<file path="src/rtl/mem_port_arbiter.sv">
// Two-requester arbiter for the shared single-port program/data memory.
// Data stage wins conflicts except when fetch has waited MAX_WAIT cycles.
module mem_port_arbiter #(
  parameter int ADDR_W   = 8,
  parameter int DATA_W   = 8,
  parameter int MAX_WAIT = 4
) (
  input  logic              clk,
  input  logic              rst,
  input  logic              if_req,
  input  logic [ADDR_W-1:0] if_addr,
  output logic              if_stall,
  output logic              if_valid,
  output logic [DATA_W-1:0] if_rdata,
  input  logic              dm_req,
  input  logic              dm_we,
  input  logic [ADDR_W-1:0] dm_addr,
  input  logic [DATA_W-1:0] dm_wdata,
  output logic              dm_stall,
  output logic              dm_valid,
  output logic [DATA_W-1:0] dm_rdata,
  output logic              mem_en,
  output logic              mem_we,
  output logic [ADDR_W-1:0] mem_addr,
  output logic [DATA_W-1:0] mem_wdata,
  input  logic [DATA_W-1:0] mem_rdata,
  output logic [7:0]        conflict_cnt
);

  typedef enum logic [1:0] {OWN_NONE, OWN_IF, OWN_DM_RD, OWN_DM_WR} owner_e;

  owner_e            owner_q, owner_d;
  logic [3:0]        wait_cnt_q, wait_cnt_d;
  logic [7:0]        conflict_cnt_q, conflict_cnt_d;
  logic [DATA_W-1:0] if_hold_q, if_hold_d;
  logic [DATA_W-1:0] dm_hold_q, dm_hold_d;
  logic              if_gnt, dm_gnt, fetch_force;

  always_comb begin
    fetch_force = (wait_cnt_q == 4'(MAX_WAIT));
    if_gnt      = 1'b0;
    dm_gnt      = 1'b0;
    if (!rst) begin
      if (if_req && dm_req) begin
        if_gnt = fetch_force;
        dm_gnt = !fetch_force;
      end else begin
        if_gnt = if_req;
        dm_gnt = dm_req;
      end
    end
  end

  assign if_stall  = if_req & ~if_gnt & ~rst;
  assign dm_stall  = dm_req & ~dm_gnt & ~rst;
  assign mem_en    = if_gnt | dm_gnt;
  assign mem_we    = dm_gnt & dm_we;
  assign mem_addr  = if_gnt ? if_addr : (dm_gnt ? dm_addr : '0);
  assign mem_wdata = (dm_gnt & dm_we) ? dm_wdata : '0;

  // Return path is steered by who owned the memory on the previous cycle.
  assign if_valid     = (owner_q == OWN_IF);
  assign dm_valid     = (owner_q == OWN_DM_RD) || (owner_q == OWN_DM_WR);
  assign if_rdata     = (owner_q == OWN_IF)    ? mem_rdata : if_hold_q;
  assign dm_rdata     = (owner_q == OWN_DM_RD) ? mem_rdata : dm_hold_q;
  assign conflict_cnt = conflict_cnt_q;

  always_comb begin
    owner_d        = OWN_NONE;
    wait_cnt_d     = 4'd0;
    conflict_cnt_d = conflict_cnt_q;
    if_hold_d      = if_hold_q;
    dm_hold_d      = dm_hold_q;
    if (if_gnt)      owner_d = OWN_IF;
    else if (dm_gnt) owner_d = dm_we ? OWN_DM_WR : OWN_DM_RD;
    if (if_req && !if_gnt)
      wait_cnt_d = fetch_force ? wait_cnt_q : wait_cnt_q + 4'd1;
    if (if_req && dm_req && conflict_cnt_q != 8'hFF)
      conflict_cnt_d = conflict_cnt_q + 8'd1;
    if (owner_q == OWN_IF)    if_hold_d = mem_rdata;
    if (owner_q == OWN_DM_RD) dm_hold_d = mem_rdata;
  end

  always_ff @(posedge clk) begin
    if (rst) begin
      owner_q        <= OWN_NONE;
      wait_cnt_q     <= 4'd0;
      conflict_cnt_q <= 8'd0;
      if_hold_q      <= '0;
      dm_hold_q      <= '0;
    end else begin
      owner_q        <= owner_d;
      wait_cnt_q     <= wait_cnt_d;
      conflict_cnt_q <= conflict_cnt_d;
      if_hold_q      <= if_hold_d;
      dm_hold_q      <= dm_hold_d;
    end
  end

endmodule

</file>
<file path="config.mk">
export PLATFORM = sky130hd
export DESIGN_NAME = mem_port_arbiter
export DESIGN_NICKNAME = d
export VERILOG_FILES = /design/src/rtl/mem_port_arbiter.sv
export SDC_FILE = /design/constraint.sdc
export NUM_CORES = 1
export LEC_CHECK = 0
export BUFFER_PORTS_ARGS = -buffer_cell sky130_fd_sc_hd__buf_2
export CORE_MARGIN = 2
export CORE_UTILIZATION = 48
export CTS_BUF_LIST = sky130_fd_sc_hd__clkbuf_4
export CTS_CLUSTER_DIAMETER = 60
export CTS_CLUSTER_SIZE = 40
export DETAILED_ROUTE_END_ITERATION = 8
export PLACE_DENSITY = 0.83
export SLEW_MARGIN = 10
export SYNTH_ARGS = -nofsm -noshare
export SYNTH_HDL_FRONTEND = slang
export SYNTH_SLANG_ARGS = --single-unit
</file>
<file path="constraint.sdc">
create_clock -name clk -period 4 [get_ports clk]
set_input_delay 0.8 -clock clk [delete_from_list [all_inputs] [get_ports clk]]
set_output_delay 0.8 -clock clk [all_outputs]
set_load 0.005 [all_outputs]
</file>
==> results.yml, run 1 <==
logic_synthesis:
  synth_edf_count: 0
  yosys.area_share.adder: 0.02627
  synthXorXnorAreaFrac: 0.02452
  yosys-top-cells-count: "dfxtp_1, nor2b_1, mux2_2, nor2_1, and3_1"
  synthSimpleGateAreaFrac: 0.2522
  seq_area_frac_synth: 0.4203
  synth.largest_area_cell: "dfxtp_1"
  synth_top_family_by_area: "simple AND/OR/NAND/NOR gates"
  syn_avg_cell_area_um2: 9.400
  synth_compound_area_frac: 0.1103
  ys_seq_elements: 30
  synth_mux_area_frac: 0.1331
  synth_area_mm2: 0.001429
  synth_cells: 152
  syn-num-nets: 192
  ys_types: 34
  yosysMostFrequentCell: "dfxtp_1"
  yosys_warnings: 0
  synth_top_area_share: 0.4203
  synth.area.top_cells: "dfxtp_1, mux2_2, nor2b_1"
  synthFlopType: "dfxtp_1"
  synthArstFlopShare: 0
power_and_ir_drop:
  internal-power_mw: 0.4261
  p_seq_frac: 0.550
  p_total_mw: 0.5691
  power_frac_clock: 0.277
  leakage_nw: 0.9922
  p_sw_frac: 0.2513
  ir_worst_vdd_uv: 245.7
  p_comb_frac: 0.173
  p_sw_mw: 0.1430
  p_per_area_mw_per_mm2: 300.0
worst_setup_path:
  path_common_cell: "buf_2"
  worst-path-buf-inv: 2
  worstSetupEndpointType: "output port"
  arrival_ps: 2260
  cp_cell_sequence: "buf_2 > or2b_1 > a21oi_2 > a22o_1 > buf_2"
  critPathLaunchType: "input port"
  cp.required_ps: 3200
  rr_worst_depth: 3
  timing.rr.end: "if_hold_q[4]"
  r2r_slack_ps: 2370
  max_stage_delay_ps: 510
  reg2reg_from: "owner_q[0]"
  crit_type: "input port to output port"
  cp_slowest_cell: "a21oi_2"
  crit_family: "compound AO/OA/AOI/OAI gates"
  worstPathMaxFanout: 29
run_status:
  status: "completed"
floorplanning:
  pin_count: 83
  die_w_um: 58.56
  rows: 19
  initial_utilization: 0.5137
  die_h_um: 58.56
  dieArea_mm2: 0.003429
  core_mm2: 0.002781
sta:
  whs_ps: 480.6
  rsz0062_at_grt: "no"
  slew_headroom: 0.4838
  final.setup.tns_ps: 0
  period_share: 0.7646
  clock_skew_ps: 10.74
  finalMaxSlewViolations: 0
  worst_pin_slew_ps: 772.8
  max_freq_mhz: 327.0
  period_needed_ps: 3058
  hold_violations: 0
  setup_viol: 0
  fin_ws_ps: 941.6
clocking:
  clock_sinks: 30
  cts_buffer_depth: 2
  clk_latency_ps: 310
  clk_pin_slew_ps: 90
  cts_made_buffers: 5
  cts_resized: 0
  tritoncts: "done"
  hold_buffers: 0
  htree_levels: 2
  post-cts-setup-buffers: 0
  cts-root-buf: "clkbuf_4"
global_routing:
  grt_pass1_vias: 1198
  grt_max_degree: 30
  grt-ovfl-total: 0
  grt-busiest-layer: "met2"
  grt_pass1_wl_um: 5071
  track_usage: 0.1959
  met2_usage: 0.3274
  use_met1: 0.2311
  met3_usage: 0.06813
  antenna_found_initial: 0
place:
  placed_area_mm2: 0.001849
  hpwl_um: 2636
  io_buffers: 82
  place_worst_setup_slack_ps: 982.2
  placed_cells: 258
  gp_congestion: 0.7703
finish:
  drive_gt1_frac: 0.4701
  multi_input_area_um2: 780.7
  fill_cells: 244
  final_nets: 274
  final_area_mm2: 0.001897
  seq_area_um2: 600.6
  fin_cells: 265
  area_growth_pct: 32.75
  utilization: 0.6820
  antenna_cells: 0
hold_path:
  hold_start: "wait_cnt_q[0]"
  hold_end: "wait_cnt_q[0]"
  min_path_cells: 1
  min_path_type: "flip-flop to flip-flop"
routing:
  drt_first_pass_iters: 4
  vias: 1362
  routedWlPerCell_um: 12.80
  drt-total-wl_um: 3391
  drtIter0Drc: 26
  drtAntennaViolNets: 0
  via_per_inst: 5.140
  drc: 0
flow_run:
  cap_violations: 0
flip-flops by register name, summed over array words and instances (netlist names):
name / count
wait_cnt_q: 4
conflict_cnt: 8
if_hold_q: 8
dm_hold_q: 8
owner_q: 2
cell usage in the layout, fill, tap and decap left out, drive strengths merged, types with 3 or more instances in the layout:
master  count
nor3        3
ha          3
inv         5
buf        82
nor2       14
nand4       3
nand3       3
dfxtp      30
nor2b      18
mux2       16
a22o        8
clkbuf      5
a21oi       5
nand2       4
and3       10
kinds of logic (layout without fill, tap and decap cells):
kind of cell | count (synthesis) | count (layout)
AO/OA/AOI/OAI | 21 | 21
XOR/XNOR | 4 | 4
adder cells (fa/ha/maj) | 3 | 3
buffers and inverters | 12 | 94
flip-flops | 30 | 30
multiplexers | 17 | 17
AND/OR/NAND/NOR | 65 | 65
power by group through the flow:
stage	clock (mW)	sequential [mW]	combinational, mW
6_report	0.158	0.313	0.0982
5_1_grt	0.179	0.315	0.107
4_1_cts	0.164	0.313	0.0992
3_5_place_dp	0	0.320	0.0986
3_3_place_gp	0	0.320	0.0973
2_1_floorplan	0	0.320	0.0507
layer usage:
metal / vias up / share of wire
met3: 6 / 0.073
met5: - / 0
met2: 53 / 0.48
met1: 609 / 0.43
met4: 0 / 0.018
li1: 694 / -
layout make-up:
cell class | instances | area share
Clock buffer | 5 | 0.01979
Inverter | 5 | 0.009894
Sequential cell | 30 | 0.3166
Clock inverter | 2 | 0.005277
Tap cell | 31 | 0.02045
Timing Repair Buffer | 82 | 0.2164
Multi-Input combinational cell | 110 | 0.4116
how the worst max path moves through the flow:
stage	to	slack (ps)	cells after the start	from
after CTS	mem_addr[4]	980	5	rst
after floorplan	mem_wdata[0]	1540	4	dm_req
after global routing	mem_addr[4]	870	5	rst
final	mem_addr[4]	940	5	rst
after global placement	mem_addr[4]	1020	5	rst
after detailed placement	mem_addr[4]	980	5	rst
(Power assumes the default switching activity.)
==> run 2: changes to the inputs <==
Settings changed: CORE_UTILIZATION 48 to 45, PLACE_DENSITY 0.83 to 0.78.
Clock period 4 ns to 3.19 ns, I/O delays scaled along.
==> results.yml, run 2 (synthesis gave the netlist of run 1 again) <==
run_status:
  status: "completed"
finish:
  antenna_cells: 0
  final_nets: 274
  layout_commonest_cell: "buf_2"
  final_cell_mix: "buf_2, dfxtp_1, nor2b_1"
  area_growth_pct: 34.33
  drive_gt1_frac: 0.4681
  fin_cells: 279
clocking:
  cts_resized: 0
  clk_pin_slew_ps: 80
  clock_sinks: 30
  hold_buffers: 0
  post-cts-setup-buffers: 0
  cts-root-buf: "clkbuf_4"
  cts_buffer_depth: 2
  clk_latency_ps: 330
  htree_levels: 2
  cts_made_buffers: 5
  tritoncts: "done"
sta:
  final.setup.tns_ps: 0
  finalMaxSlewViolations: 0
  period_share: 0.8578
  max_freq_mhz: 365.4
  fin_ws_ps: 453.6
  clock_skew_ps: 13.86
  slew_headroom: 0.4770
  worst_pin_slew_ps: 782.9
  setup_viol: 0
  rsz0062_at_grt: "no"
  period_needed_ps: 2736
  hold_violations: 0
hold_path:
  hold_start: "wait_cnt_q[0]"
  min_path_type: "flip-flop to flip-flop"
routing:
  drt-total-wl_um: 3195
  routedWlPerCell_um: 11.45
  via_per_inst: 4.864
  drtIter0Drc: 22
  vias: 1357
  drt_first_pass_iters: 4
  drtAntennaViolNets: 0
  drc: 0
floorplanning:
  initial_utilization: 0.4719
  dieArea_mm2: 0.003642
  die_w_um: 60.35
  die_h_um: 60.35
  core_mm2: 0.003028
  pin_count: 83
  rows: 20
worst_setup_path:
  worst-path-buf-inv: 2
  crit_family: "compound AO/OA/AOI/OAI gates"
  cp.required_ps: 2550
  path_common_cell: "buf_2"
  worstPathMaxFanout: 29
  cp_slowest_cell: "a21oi_2"
  worstSetupEndpointType: "output port"
  arrival_ps: 2100
  reg2reg_from: "owner_q[0]"
  crit_type: "input port to output port"
  max_stage_delay_ps: 510
  critPathLaunch: "rst"
  cp_cell_sequence: "buf_2 > or2b_1 > a21oi_2 > a22o_1 > buf_2"
  critPathLaunchType: "input port"
global_routing:
  grt_pass1_wl_um: 4733
  track_usage: 0.1785
  grt-ovfl-total: 0
  grt_pass1_vias: 1112
  grt_max_degree: 30
  antenna_found_initial: 0
power_and_ir_drop:
  leakage_nw: 0.9944
  p_per_area_mw_per_mm2: 378.2
  ir_worst_vdd_uv: 258.6
place:
  placed_cells: 271
  gp_congestion: 0.7702
  io_buffers: 82
  hpwl_um: 2463
  place_worst_setup_slack_ps: 462.0
flow_run:
  cap_violations: 0
-- run 2: final cells by class --
class                           instances  area [µm²]
Fill cell                             282        1109
Multi-Input combinational cell        110       780.7
Sequential cell                        30       600.6
Timing Repair Buffer                   82       410.4
Tap cell                               44       55.05
Clock buffer                            6       45.04
Inverter                                5       18.77
Clock inverter                          2       8.758
-- run 2: routing by layer --
metal	up-vias	track usage	routed length [µm]
met2	54	0.2857	1484
met3	5	0.06610	249
met5	-	0	0
met4	0	0.07619	49
met1	602	0.2162	1411
li1	696	-	-
-- run 2: final timing paths --
kind                   end  slack, ps  cells past startpoint
min          wait_cnt_q[0]        470                      1
min reg2reg  wait_cnt_q[0]        470                      1
max            mem_addr[7]        450                      5
max reg2reg   if_hold_q[1]       1560                      3
-- run 2: power breakdown --
part	internal (mW)	switching [mW]	total, mW
registers	0.388	0.00544	0.393
clock network	0.0910	0.120	0.211
logic	0.0675	0.0539	0.121
-- run 2: worst reg2reg max path: cells and delay by family (launching register included) --
| family | cells | cell delay [ps] |
|---|---|---|
| mux | 1 | 440 |
| flops | 1 | 320 |
| simple gates | 2 | 760 |
-- run 2: stage by stage --
step                      area (µm²)  utilization  hold slack, ps  power, mW
final                           1919       0.6339           472.2     0.7259
after global routing            1919       0.6339           515.1     0.7675
after CTS                       1919       0.6339           478.9     0.7375
after detailed placement        1866       0.6161           455.4     0.5246
after global placement          1866       0.6161           447.4     0.5220
after floorplan                 1429            -           429.7     0.4643
==> run 3: changes to the inputs <==
Settings changed: ABC_AREA set to 1, CORE_UTILIZATION 45 to 47, SKIP_CTS_REPAIR_TIMING set to 1.
==> results.yml, run 3 <==
sta:
  hold_violations: 0
  clock_skew_ps: 5.956
  worst_pin_slew_ps: 718.8
  finalMaxSlewViolations: 0
  setup_viol: 0
  max_freq_mhz: 409.0
  rsz0062_at_grt: "no"
  period_share: 0.7664
  slew_headroom: 0.5208
  period_needed_ps: 2445
  final.setup.tns_ps: 0
floorplanning:
  pin_count: 83
  initial_utilization: 0.4916
  dieArea_mm2: 0.003978
  core_mm2: 0.003337
  rows: 21
  die_w_um: 63.08
  die_h_um: 63.08
global_routing:
  antenna_found_initial: 0
  grt-ovfl-total: 0
  track_usage: 0.1980
  grt_pass1_vias: 1541
  grt_pass1_wl_um: 6410
  grt_max_degree: 21
logic_synthesis:
  ys_types: 25
  yosys-top-cells-count: "nand2_1, inv_1, nor2_1, dfxtp_1, nand3_1"
  ys_seq_elements: 30
  syn_avg_cell_area_um2: 6.285
  synth_area_mm2: 0.001640
  synth_top_area_share: 0.3661
  synth.area.top_cells: "dfxtp_1, nand2_1, inv_1"
  syn-num-nets: 301
  yosysMostFrequentCell: "nand2_1"
  synth.largest_area_cell: "dfxtp_1"
  synth_cells: 261
  synth_edf_count: 0
  yosys_warnings: 0
  synthFlopType: "dfxtp_1"
  synthArstFlopShare: 0
  seq_area_frac_synth: 0.3661
clocking:
  clock_sinks: 30
  clk_latency_ps: 320
  htree_levels: 2
  cts_buffer_depth: 2
  clk_pin_slew_ps: 100
  tritoncts: "done"
  cts-root-buf: "clkbuf_4"
  cts_made_buffers: 5
worst_setup_path:
  crit_family: "simple AND/OR/NAND/NOR gates"
  path_common_cell: "nand2_1"
  crit_type: "flip-flop to output port"
  worstSetupEndpointType: "output port"
  cp_cell_sequence: "inv_1 > ha_1 > nand2_1 > nor2_1 > nand2_1 > nand2_1 > inv_2 > nand2_4 > nor2_1 > buf_2"
  worstPathMaxFanout: 10
  critPathLaunchType: "flip-flop"
  worst-path-buf-inv: 3
  cp_slowest_cell: "dfxtp_1"
  cp.required_ps: 2550
  arrival_ps: 1810
  max_stage_delay_ps: 350
place:
  gp_congestion: 0.8329
  hpwl_um: 2727
  io_buffers: 82
routing:
  drtAntennaViolNets: 0
  drc: 0
  drtIter0Drc: 57
  vias: 1741
  routedWlPerCell_um: 9.263
  drt-total-wl_um: 3622
  drt_first_pass_iters: 4
  via_per_inst: 4.453
finish:
  multi_input_area_um2: 768.2
  fill_cells: 337
  final_cell_mix: "buf_2, nand2_1, inv_1"
  area_growth_pct: 30.43
  layout_commonest_cell: "buf_2"
  seq_area_um2: 600.6
  antenna_cells: 0
  final_nets: 384
  utilization: 0.6412
  drive_gt1_frac: 0.3043
power_and_ir_drop:
  ir_worst_vdd_uv: 308.8
  p_per_area_mw_per_mm2: 402.3
  leakage_nw: 1.330
run_status:
  status: "completed"
flow_run:
  cap_violations: 0
hold_path:
  min_path_type: "flip-flop to flip-flop"
[run 3: cell types whose count changed in the layout (fill, tap and decap cells not counted), sizes merged, moves of 10 or more]
cell / before / now
nand2: 4 / 69
inv: 5 / 58
nor2: 14 / 48
nor2b: 18 / 0
mux2: 16 / 0
o21ai: 2 / 17
nand3: 3 / 16
and3: 10 / 0
[run 3: path summary, 6_finish.rpt]
kind,from,end,slack (ps),depth (start not counted)
max,wait_cnt_q[1],mem_wdata[0],750,10
min,wait_cnt_q[0],wait_cnt_q[0],470,1
max reg2reg,wait_cnt_q[1],owner_q[0],1720,9
min reg2reg,wait_cnt_q[0],wait_cnt_q[0],470,1
[run 3: kinds of logic after synthesis]
| family | after synthesis | synth area share |
|---|---|---|
| simple gates | 137 | 0.3448 |
| buf+inv | 66 | 0.1655 |
| flops | 30 | 0.3661 |
| compound gates | 23 | 0.09001 |
| fa+ha+maj | 3 | 0.02289 |
| xor+xnor | 2 | 0.01068 |
[run 3: through the flow]
stage / cells / power (mW) / instance area [µm²] / setup WS (ps) / hold slack (ps)
floorplan: 261 / 0.5094 / 1640 / 1270 / 429.7
global placement: 383 / 0.5744 / 2062 / 857.3 / 442.2
detailed placement: 383 / 0.5781 / 2062 / 834.5 / 454.0
CTS: 391 / 0.8693 / 2140 / 726.1 / 476.1
global route: 391 / 0.9096 / 2140 / 570.4 / 515.5
finish: 391 / 0.8607 / 2140 / 745.1 / 470.5
[run 3: power breakdown]
group	internal (mW)	total (mW)	switching, mW
Combinational	0.0736	0.166	0.0925
Clock	0.162	0.292	0.130
Sequential	0.394	0.402	0.00818
[run 3: worst reg2reg max path, cell delays in order (launching register included)]
cell and delay, ps:
dfxtp_1 350, inv_1 70, ha_1 130, nand2_1 50, nor2_1 240, nand2_1 120, nand2_1 120, inv_2 110
nand2_4 130, nand2_1 60
[run 3: per-layer routing]
metal / global-route usage / up-vias / share of wire / wire length, µm
li1: - / 937 / - / -
met3: 0.04821 / 4 / 0.072 / 259
met2: 0.3298 / 61 / 0.46 / 1659
met4: 0.08333 / 0 / 0.0094 / 34
met1: 0.2430 / 739 / 0.46 / 1668
met5: 0 / - / 0 / 0
[run 3: area by class of cell]
class | instances | share of cell area
tap | 46 | 0.02690
timing repair buffer | 82 | 0.1918
multi-input combinational | 165 | 0.3591
inverter | 60 | 0.1053
clock buffer | 5 | 0.01754
sequential | 30 | 0.2807
clock inverter | 3 | 0.01871
